### src/rtl/pipeline_loader.sv
// pipeline_loader: host-facing sequencer for the 5-stage pipeline core.
// Streams preload words into I-MEM/D-MEM, runs the core for a fixed number of
// cycles, waits for write-back to drain, then returns {D-MEM, regfile} pairs
// for indices 0..RB_COUNT-1 over a valid/ready readback stream.
module pipeline_loader #(
  parameter int RUN_CYCLES   = 6,
  parameter int DRAIN_CYCLES = 5,
  parameter int RB_COUNT     = 6
) (
  input  logic         clk,
  input  logic         reset,
  input  logic         cmd_valid,
  output logic         cmd_ready,
  input  logic         cmd_type,
  input  logic [8:0]   cmd_addr,
  input  logic [63:0]  cmd_data,
  input  logic         go,
  output logic         busy,
  output logic         done,
  output logic [8:0]   imem_waddr_pre,
  output logic [31:0]  instr_write_pre,
  output logic         instr_we_pre,
  output logic [7:0]   dmem_waddr_pre,
  output logic [63:0]  dmem_wdata_pre,
  output logic         dmem_we_pre,
  output logic         start,
  output logic [2:0]   regfile_raddr_ver,
  output logic [7:0]   mem_raddr_ver,
  input  logic [63:0]  regfile_rdata_ver,
  input  logic [63:0]  mem_rdata_ver,
  output logic         rb_valid,
  input  logic         rb_ready,
  output logic [2:0]   rb_index,
  output logic [127:0] rb_data
);

  typedef enum logic [2:0] {
    S_IDLE   = 3'd0,
    S_RUN    = 3'd1,
    S_DRAIN  = 3'd2,
    S_RADDR  = 3'd3,
    S_RVALID = 3'd4,
    S_DONE   = 3'd5
  } state_t;

  // Counters hold "cycles remaining minus one" so terminal count is zero.
  localparam logic [7:0] RUN_LOAD   = 8'(RUN_CYCLES - 1);
  localparam logic [7:0] DRAIN_LOAD = 8'(DRAIN_CYCLES - 1);
  localparam logic [2:0] LAST_IDX   = 3'(RB_COUNT - 1);

  state_t         state_reg;
  logic [7:0]     cnt_reg;
  logic [2:0]     idx_reg;
  logic           busy_reg;
  logic           done_reg;
  logic           start_reg;
  logic           rb_valid_reg;
  logic [127:0]   rb_data_reg;
  logic [8:0]     imem_waddr_reg;
  logic [31:0]    instr_write_reg;
  logic           instr_we_reg;
  logic [7:0]     dmem_waddr_reg;
  logic [63:0]    dmem_wdata_reg;
  logic           dmem_we_reg;
  logic           cmd_accept;

  // go wins over a same-cycle command; reset forces ready low as well.
  assign cmd_ready  = (state_reg == S_IDLE) && !go && !reset;
  assign cmd_accept = cmd_valid && cmd_ready;

  assign busy              = busy_reg;
  assign done              = done_reg;
  assign start             = start_reg;
  assign rb_valid          = rb_valid_reg;
  assign rb_data           = rb_data_reg;
  assign rb_index          = idx_reg;
  assign regfile_raddr_ver = idx_reg;
  assign mem_raddr_ver     = {5'd0, idx_reg};
  assign imem_waddr_pre    = imem_waddr_reg;
  assign instr_write_pre   = instr_write_reg;
  assign instr_we_pre      = instr_we_reg;
  assign dmem_waddr_pre    = dmem_waddr_reg;
  assign dmem_wdata_pre    = dmem_wdata_reg;
  assign dmem_we_pre       = dmem_we_reg;

  // Sequencer FSM with registered preload port, run control and readback.
  always_ff @(posedge clk or posedge reset) begin
    if (reset) begin
      state_reg       <= S_IDLE;
      cnt_reg         <= 8'd0;
      idx_reg         <= 3'd0;
      busy_reg        <= 1'b0;
      done_reg        <= 1'b0;
      start_reg       <= 1'b0;
      rb_valid_reg    <= 1'b0;
      rb_data_reg     <= '0;
      imem_waddr_reg  <= 9'd0;
      instr_write_reg <= 32'd0;
      instr_we_reg    <= 1'b0;
      dmem_waddr_reg  <= 8'd0;
      dmem_wdata_reg  <= 64'd0;
      dmem_we_reg     <= 1'b0;
    end else begin
      // write enables and done are single-cycle pulses
      instr_we_reg <= 1'b0;
      dmem_we_reg  <= 1'b0;
      done_reg     <= 1'b0;

      if (cmd_accept) begin
        if (cmd_type) begin
          dmem_we_reg    <= 1'b1;
          dmem_waddr_reg <= cmd_addr[7:0];
          dmem_wdata_reg <= cmd_data;
        end else begin
          instr_we_reg    <= 1'b1;
          imem_waddr_reg  <= cmd_addr;
          instr_write_reg <= cmd_data[31:0];
        end
      end

      case (state_reg)
        S_IDLE: begin
          if (go) begin
            state_reg <= S_RUN;
            start_reg <= 1'b1;
            busy_reg  <= 1'b1;
            cnt_reg   <= RUN_LOAD;
          end
        end
        S_RUN: begin
          if (cnt_reg == 8'd0) begin
            start_reg <= 1'b0;
            if (DRAIN_CYCLES == 0) begin
              state_reg <= S_RADDR;
            end else begin
              state_reg <= S_DRAIN;
              cnt_reg   <= DRAIN_LOAD;
            end
          end else begin
            cnt_reg <= cnt_reg - 8'd1;
          end
        end
        S_DRAIN: begin
          if (cnt_reg == 8'd0) begin
            state_reg <= S_RADDR;
          end else begin
            cnt_reg <= cnt_reg - 8'd1;
          end
        end
        S_RADDR: begin
          // addresses have been stable a full cycle: sample both read ports
          rb_data_reg  <= {mem_rdata_ver, regfile_rdata_ver};
          rb_valid_reg <= 1'b1;
          state_reg    <= S_RVALID;
        end
        S_RVALID: begin
          if (rb_ready) begin
            rb_valid_reg <= 1'b0;
            if (idx_reg == LAST_IDX) begin
              state_reg <= S_DONE;
              done_reg  <= 1'b1;
              busy_reg  <= 1'b0;
            end else begin
              idx_reg   <= idx_reg + 3'd1;
              state_reg <= S_RADDR;
            end
          end
        end
        S_DONE: begin
          idx_reg   <= 3'd0;
          state_reg <= S_IDLE;
        end
        default: begin
          state_reg <= S_IDLE;
        end
      endcase
    end
  end

endmodule

### config.mk
export PLATFORM = sky130hd
export DESIGN_NAME = pipeline_loader
export DESIGN_NICKNAME = d
export VERILOG_FILES = /design/src/rtl/pipeline_loader.sv
export SDC_FILE = /design/constraint.sdc
export NUM_CORES = 1
export LEC_CHECK = 0
export BUFFER_PORTS_ARGS = -buffer_cell sky130_fd_sc_hd__buf_2
export CORE_AREA = 2 2 180 182
export DETAILED_ROUTE_END_ITERATION = 12
export DIE_AREA = 0 0 182 184
export GPL_ROUTABILITY_DRIVEN = 0
export PLACE_DENSITY = 0.62
export SETUP_SLACK_MARGIN = 0.2
export SYNTH_ARGS = -nofsm -noshare
export SYNTH_HDL_FRONTEND = slang
export SYNTH_SLANG_ARGS = --single-unit
### constraint.sdc
create_clock -name clk -period 9 [get_ports clk]
set_clock_uncertainty 0.15 [all_clocks]
set_input_delay 0.9 -clock clk [delete_from_list [all_inputs] [get_ports clk]]
set_output_delay 0.9 -clock clk [all_outputs]
set_load 0.005 [all_outputs]
# Yosys cells after proc, flatten, opt, wreduce, memory -nomap -nowiden

Index checks and enable logic that the tools add are counted.

Register bits: 261
Input port bits: 207
Output and inout bits: 262

Reductions and logical operators: 20
Add/sub/neg operators: 2
Multiplexer cells: 28
Equal/unequal tests: 13
Bitwise operators: 1

Operators with widths:

| cell                  | count |
|---|---|
| $mux W8               | 3 |
| $pmux W8 S3           | 1 |
| $mux W3               | 7 |
| $pmux W3 S5           | 1 |
| $ne A2 B2 Y1 const B  | 7 |
| $mux W1               | 12 |
| $eq A3 B3 Y1 const B  | 3 |
| $reduce_and A3 Y1     | 3 |
| $logic_not A8 Y1      | 1 |
| $reduce_and A4 Y1     | 2 |
| $reduce_bool A2 Y1    | 4 |
| $sub A8 B1 Y8 const B | 1 |
| $eq A3 B2 Y1 const B  | 2 |
| $pmux W1 S2           | 3 |
| $pmux W3 S2           | 1 |
| $reduce_and A2 Y1     | 3 |
| $add A3 B1 Y3 const B | 1 |
| $eq A3 B1 Y1 const B  | 1 |
| $logic_and A1 B1 Y1   | 3 |
| $logic_not A3 Y1      | 1 |
| $reduce_bool A3 Y1    | 1 |
| $logic_not A1 Y1      | 2 |
| $not A1 Y1            | 1 |

# Depth between registers and ports, before layout

Gate-level depths: netlist (run 1).

Depth in word-level cells: 5
Depth in mapped cells: 7

# Worst setup path after synthesis (run 1)

Ideal clock, no wire load.

Kind: input-to-output
From: input go
To: output cmd_ready
Buffers on the path: 0
Setup slack: 6489 ps
Data arrival time: 1461 ps
Stages on the path: 2
Cell sequence: or3_4 nor3_4

Word-level cells in the longest chain between the ends: 3

Ends and longest elaborated chain:

| what                              | line | RTL |
|---|---|---|
| from (decl)                       | 17   | `input logic go,` |
| $logic_not A1 Y1                  | 68   | `assign cmd_ready = (state_reg == S_IDLE) && !go && !reset;` |
| $logic_and A1 B1 Y1 (2 in series) | 68   |  |
| to (decl)                         | 13   | `output logic cmd_ready,` |

No other way between the ends.

# Worst setup path after layout (run 1)

From: register state_reg[2]
To: register rb_data_reg[73] (netlist: rb_data[73])

Word-level cells in the longest chain between the ends: 1

Ends and longest elaborated chain:

| what                   | line | RTL |
|---|---|---|
| from (decl)            | 51   | `state_t state_reg;` |
| from (signal assigned) | 89   | `state_reg <= S_IDLE;` |
| from (signal assigned) | 124  | `state_reg <= S_RUN;` |
| from (signal assigned) | 134  | `state_reg <= S_RADDR;` |
| $eq A3 B2 Y1           | 121  | `case (state_reg)` |
| to (signal assigned)   | 152  | `rb_data_reg <= {mem_rdata_ver, regfile_rdata_ver};` |
| to (decl)              | 58   | `logic [127:0] rb_data_reg;` |

No other way between the ends.
A chain may end at the register's enable or synchronous reset.

==> results.tsv, run 1 <==
metric	value	unit
critPathLaunchType	flip-flop	
largest_reg_flops	128	
yosysTopAreaCellShare	62.40	%
min_to	rb_valid	
grt_antenna_before_repair	4	
crit_fanout	72	
rows	65	
cts.clk_slew.worst_paths	0.06	ns
syn_area	10470	um2
dpl_cell_area	13080	um2
power_density	348.0	nW/um2
fmax	0.3265	GHz
numCtsBuffers	29	
use_met1	17.94	%
timing.rr.end	rb_data[73]	
setup-violations-final	0	
grt.busiest_layer	met2	
cts_resized	0	
drv_slew	0	
worst_hold_path.num_cells	2	
reg2reg_from	state_reg[2]	
syn_to_final_growth	34.33	%
vias	7057	
hp-class	flip-flop to flip-flop	
synth-seq-cells	261	
status	finished, final reports clean	
p_clk_share	24.3	%
portBuffers	463	
synthCells	650	
peakVddDrop	0.1897	mV
io-pin-count	469	
drive_above_1_share	67.72	%
track_usage	15.45	%
synth_edf_count	0	
first_global_vias	7546	
fin_ws	5.937	ns
routedWlPerCell	17.43	um
r2r_slack	5.94	ns
arrival	3.33	ns
met2_usage	26.35	%
dp_slack	5.569	ns
gr-total-overflow	0	
ys_warn_count	0	
critical_path_required	9.27	ns
grtUsageMet3	5.943	%
drc	0	
p_int	3.472	mW
finalHoldViolCount	0	
ys_seq_area_share	62.40	%
layout_common_cells	463 x buf_2, 261 x dfrtp_1, 170 x mux2_2	
cts_tree	yes	
slew_headroom	32.34	%
fin_crit_sh	34.03	%
tightest_slew	1.015	ns
switching_share	29.03	%
clockRootBuffer	clkbuf_16	
cts.path.max_buffers	3	
holdCritStartpoint	rb_valid	
clock_latency	0.53	ns
die_height	184	um
vias_per_cell	4.588	
wirelength	26810	um
post_synth_num_cell_types	51	
p_seq_share	42.1	%
drtIter0Drc	256	
grt_pass1_wl	41590	um
rsz0062_at_grt	no	
ant_nets	0	
fin_nets	1323	
cap_violations	0	
drt_first_pass_iters	4	
avgSynthCellArea	16.10	um2
hold_ws	0.3281	ns
cts_hold_repair.buffers	0	
synth_ff_type	dfrtp_1	
power.switching	1.420	mW
path_class	flip-flop to flip-flop	
fillCellCount	2903	
cp-end-kind	flip-flop	
core	31390	um2
cts_setup_buffers	0	
fp.dieW	182	um
die_area	33490	um2
clock-sinks	261	
worstRegToRegCells	4	
start_util	33.34	%
combinationalPowerShare	33.6	%
async_flop_share	100.0	%
grt_max_degree	144	
synth.area.top_cells	dfrtp_1 62%, mux2_2 18%, mux2_4 9.9%, buf_6 0.97%, buf_4 0.79%	
final_cell_area	14060	um2
synth_area_leader_cell	dfrtp_1	
min_period	3.063	ns
hpwl	19290	um
p_leak	7.395	nW
final_common_cell	buf_2	
tns	0	ns
h-tree-depth	1	
==> per-stage QoR <==
| stage | cells | power, mW | util, % |
|---|---|---|---|
| after detailed placement | 1483 | 3.745 | 41.66 |
| after global placement | 1483 | 3.702 | 41.66 |
| after global routing | 1537 | 5.229 | 44.78 |
| after floorplan | 654 | 2.917 | - |
| final | 1538 | 4.893 | 44.79 |
| after CTS | 1536 | 4.975 | 44.77 |
==> power groups by stage <==
stage	sequential (mW)	combinational (mW)	clock, mW
6_report	2.06	1.64	1.19
3_5_place_dp	2.07	1.67	0
2_1_floorplan	2.10	0.819	0
5_1_grt	2.14	1.81	1.28
4_1_cts	2.06	1.68	1.24
3_3_place_gp	2.06	1.64	0
==> how the worst max path moves through the flow <==
| stage | start | endpoint | slack (ns) | cells past startpoint |
|---|---|---|---|---|
| floorplan | reset | busy | 0.77 | 1 |
| global placement | go | dmem_wdata_pre[13] | 5.61 | 6 |
| detailed placement | go | dmem_wdata_pre[10] | 5.57 | 6 |
| CTS | state_reg[2] | rb_data[96] | 5.92 | 4 |
| global route | state_reg[2] | rb_data[33] | 5.77 | 4 |
| finish | state_reg[2] | rb_data[73] | 5.94 | 4 |
==> Yosys cell counts (2+ instances only) <==
cell type,instances
buf_4,11
a22o_1,2
nor3_1,5
and2_1,3
nand2b_1,2
a21oi_1,11
nand3_1,3
mux2_2,170
buf_6,9
inv_1,8
o21ai_0,9
or3_1,2
nor2_1,11
ha_1,4
mux2_1,2
mux2_4,69
buf_1,3
buf_2,14
dfrtp_1,261
mux2i_1,3
nor3b_1,2
nand2_1,12
clkbuf_1,4
nor2b_1,3
==> layer usage <==
layer	wire, um	vias up
met3	2841	56
met2	12970	333
met1	10220	3454
met4	752	4
met5	30	-
li1	-	3210
==> critical path, cell delays in order (launching register included) <==
cell and delay [ns]:
dfrtp_1 0.61, inv_1 0.22, nand3_4 0.62, buf_4 0.81, mux2_2 0.42
==> final cells by class <==
cell class	count	area (um2)	area share, %
multi-input combinational	344	3652	25.98
inverter	8	37.54	0.2670
tap	402	503.0	3.577
sequential	261	6531	46.45
antenna	2	5.005	0.03560
clock buffer	40	857.1	6.096
clock inverter	13	118.9	0.8454
timing repair buffer	468	2355	16.75
==> cells by family (layout without fill, tap and decap cells) <==
group                    count (synthesis)  after routing  share of synthesized area [%]
flip-flops                             261            261                          62.40
adder cells (fa/ha/maj)                  4              4                         0.4782
AND/OR/NAND/NOR                         55             55                          3.084
AO/OA/AOI/OAI                           36             36                          2.343
buffers and inverters                   49            529                          2.965
other                                    1              7                        0.03583
multiplexers                           244            244                          28.69
No activity file was read; power rests on OpenSTA's default activity.
==> inputs of run 2 (changes only) <==
Settings changed: PLACE_DENSITY 0.62 to 0.64.
Clock period 9 ns to 2.6 ns, I/O delays scaled along.
==> run 2 against run 1 <==
Effect of this change: hold slack lost 0.059 ns; non-clock buffer count grew 223; via count grew 14%; critical path depth grew 1; utilization grew 7.2 points; critical endpoint is now imem_waddr_pre[6].
==> results.tsv, run 2 (same netlist as run 1, synthesis figures left out) <==
metric	value	unit	change
status	finished, final reports clean		
fin_cells	1759		+14%
peakVddDrop	0.6949	mV	+270%
critPathLaunchType	flip-flop		
die_height	184	um	unchanged
drv_slew	0		unchanged
setup-violations-final	0		unchanged
drtIter0Drc	234		-8.6%
cp_slowest_stage_delay	0.42	ns	-0.39 ns
path_class	flip-flop to flip-flop		
layout_common_cells	463 x buf_2, 261 x dfrtp_1, 206 x dlygate4sd3_1		
portBuffers	463		unchanged
syn_to_final_growth	56.08	%	
io-pin-count	469		unchanged
drc	0		unchanged
vias	8022		+14%
vias_per_cell	4.561		-0.61%
hp-class	input port to async pin		
cts_tree	yes		
power_density	1076	nW/um2	+210%
fin_crit_sh	83.60	%	+50 points
crit_fanout	41		-43%
fin_nets	1546		+17%
slowest_stage	or3_4		
clockRootBuffer	clkbuf_16		
rows	65		unchanged
hpwl	20820	um	+7.9%
start_util	33.34	%	unchanged
fmax	0.4601	GHz	+41%
grt_antenna_before_repair	0		-4
cap_violations	0		unchanged
tns	0	ns	unchanged
cts_setup_buffers	0		unchanged
largest_reg_flops	128		unchanged
core	31390	um2	unchanged
track_usage	17.63	%	+2.2 points
first_global_vias	8791		+16%
power	17.58	mW	+260%
wirelength	30780	um	+15%
routedWlPerCell	17.50	um	+0.38%
dp_slack	0.4401	ns	-5.129 ns
clock_latency	0.55	ns	+0.02 ns
cts_resized	0		unchanged
cts.path.max_buffers	3		unchanged
placedCellCount	1500		+1.1%
rsz0062_at_grt	no		
clock-sinks	261		unchanged
finalHoldViolCount	0		unchanged
min_period	2.174	ns	-0.8893 ns
p_leak	8.353	nW	+13%
grt_max_degree	74		-49%
fillCellCount	2618		-9.8%
r2r_slack	0.43	ns	-5.51 ns
final_common_cell	buf_2		
numCtsBuffers	29		unchanged
drive_above_1_share	57.52	%	-10 points
slew_headroom	52.45	%	+20 points
fp.dieW	182	um	unchanged
fin_ws	0.4264	ns	-5.511 ns
seq_area	6531	um2	unchanged
grt_pass1_wl	47490	um	+14%
arrival	2.44	ns	-0.89 ns
cp-end-kind	flip-flop		
drt_first_pass_iters	4		unchanged
h-tree-depth	1		unchanged
cts.clk_slew.worst_paths	0.06	ns	about the same
path_cells	or3_4 > nor3_4 > nand3b_2 > buf_4 > mux2_1		
gr-total-overflow	0		unchanged
critical_path_required	2.87	ns	-6.40 ns
ant_nets	0		unchanged
die_area	33490	um2	unchanged
tightest_slew	0.7117	ns	-0.3032 ns
multi_input_area	3652	um2	unchanged
## run 2: cell count changes in the layout (fill, tap and decap cells not counted), sizes merged
cell	previous run	this run
dlygate4sd3	0	206
clkinv	11	3
diode	2	1
buf	468	485
clkinvlp	0	2
clkbuf	40	45
## run 2: metrics by stage
stage          hold WS [ns]  utilization (%)  area, um2
2_1_floorplan        0.2413                -      10490
3_3_place_gp         0.3123            42.34      13290
3_5_place_dp         0.3113            42.34      13290
4_1_cts              0.2785            52.03      16330
5_1_grt              0.3139            52.03      16330
6_report             0.2694            52.04      16340
## run 2: worst paths after layout
kind | from | to | depth (start not counted)
min | reset | rb_data[14] | 3
max reg2reg | state_reg[0] | imem_waddr_pre[6] | 5
max | state_reg[0] | imem_waddr_pre[6] | 5
min reg2reg | rb_valid | rb_valid | 2
min in group clk | regfile_rdata_ver[19] | rb_data[19] | 3
max in group asynchronous | reset | dmem_wdata_pre[43] | 4
## run 2: area by class of cell
cell class	instances	area share (%)
multi-input cells	344	22.36
repair buffers	691	28.35
flip-flops and latches	261	39.98
diodes	1	0.01532
well taps	402	3.079
clock buffers	45	5.423
inverters	8	0.2068
clock inverters	7	0.5821
## run 2: power by group
part	switching (mW)	internal [mW]
clock network	1.64	2.52
logic	2.46	3.73
registers	1.15	6.08
## run 2: metal layers
metal | routed length (um) | vias up | share of wire [%] | GRT usage (%)
met2 | 15490 | 366 | 50 | 31.62
met1 | 11500 | 3946 | 37 | 19.61
li1 | - | 3653 | - | -
met3 | 2797 | 57 | 9.1 | 6.042
met5 | 0 | - | 0 | 0
met4 | 996 | 0 | 3.2 | 5.806
## run 2: repair_timing
item | 4_1_cts | 5_1_grt
endpoints found under the setup margin | 0 | 0
hold buffers | 206 | 0
endpoints found under the hold margin | 263 | 0
## run 2: critical path: cells and delay by family, from the launching register on
family        cells  cell delay, ns
simple gates      3            0.77
mux               1            0.39
buf+inv           1            0.29
flops             1            0.38
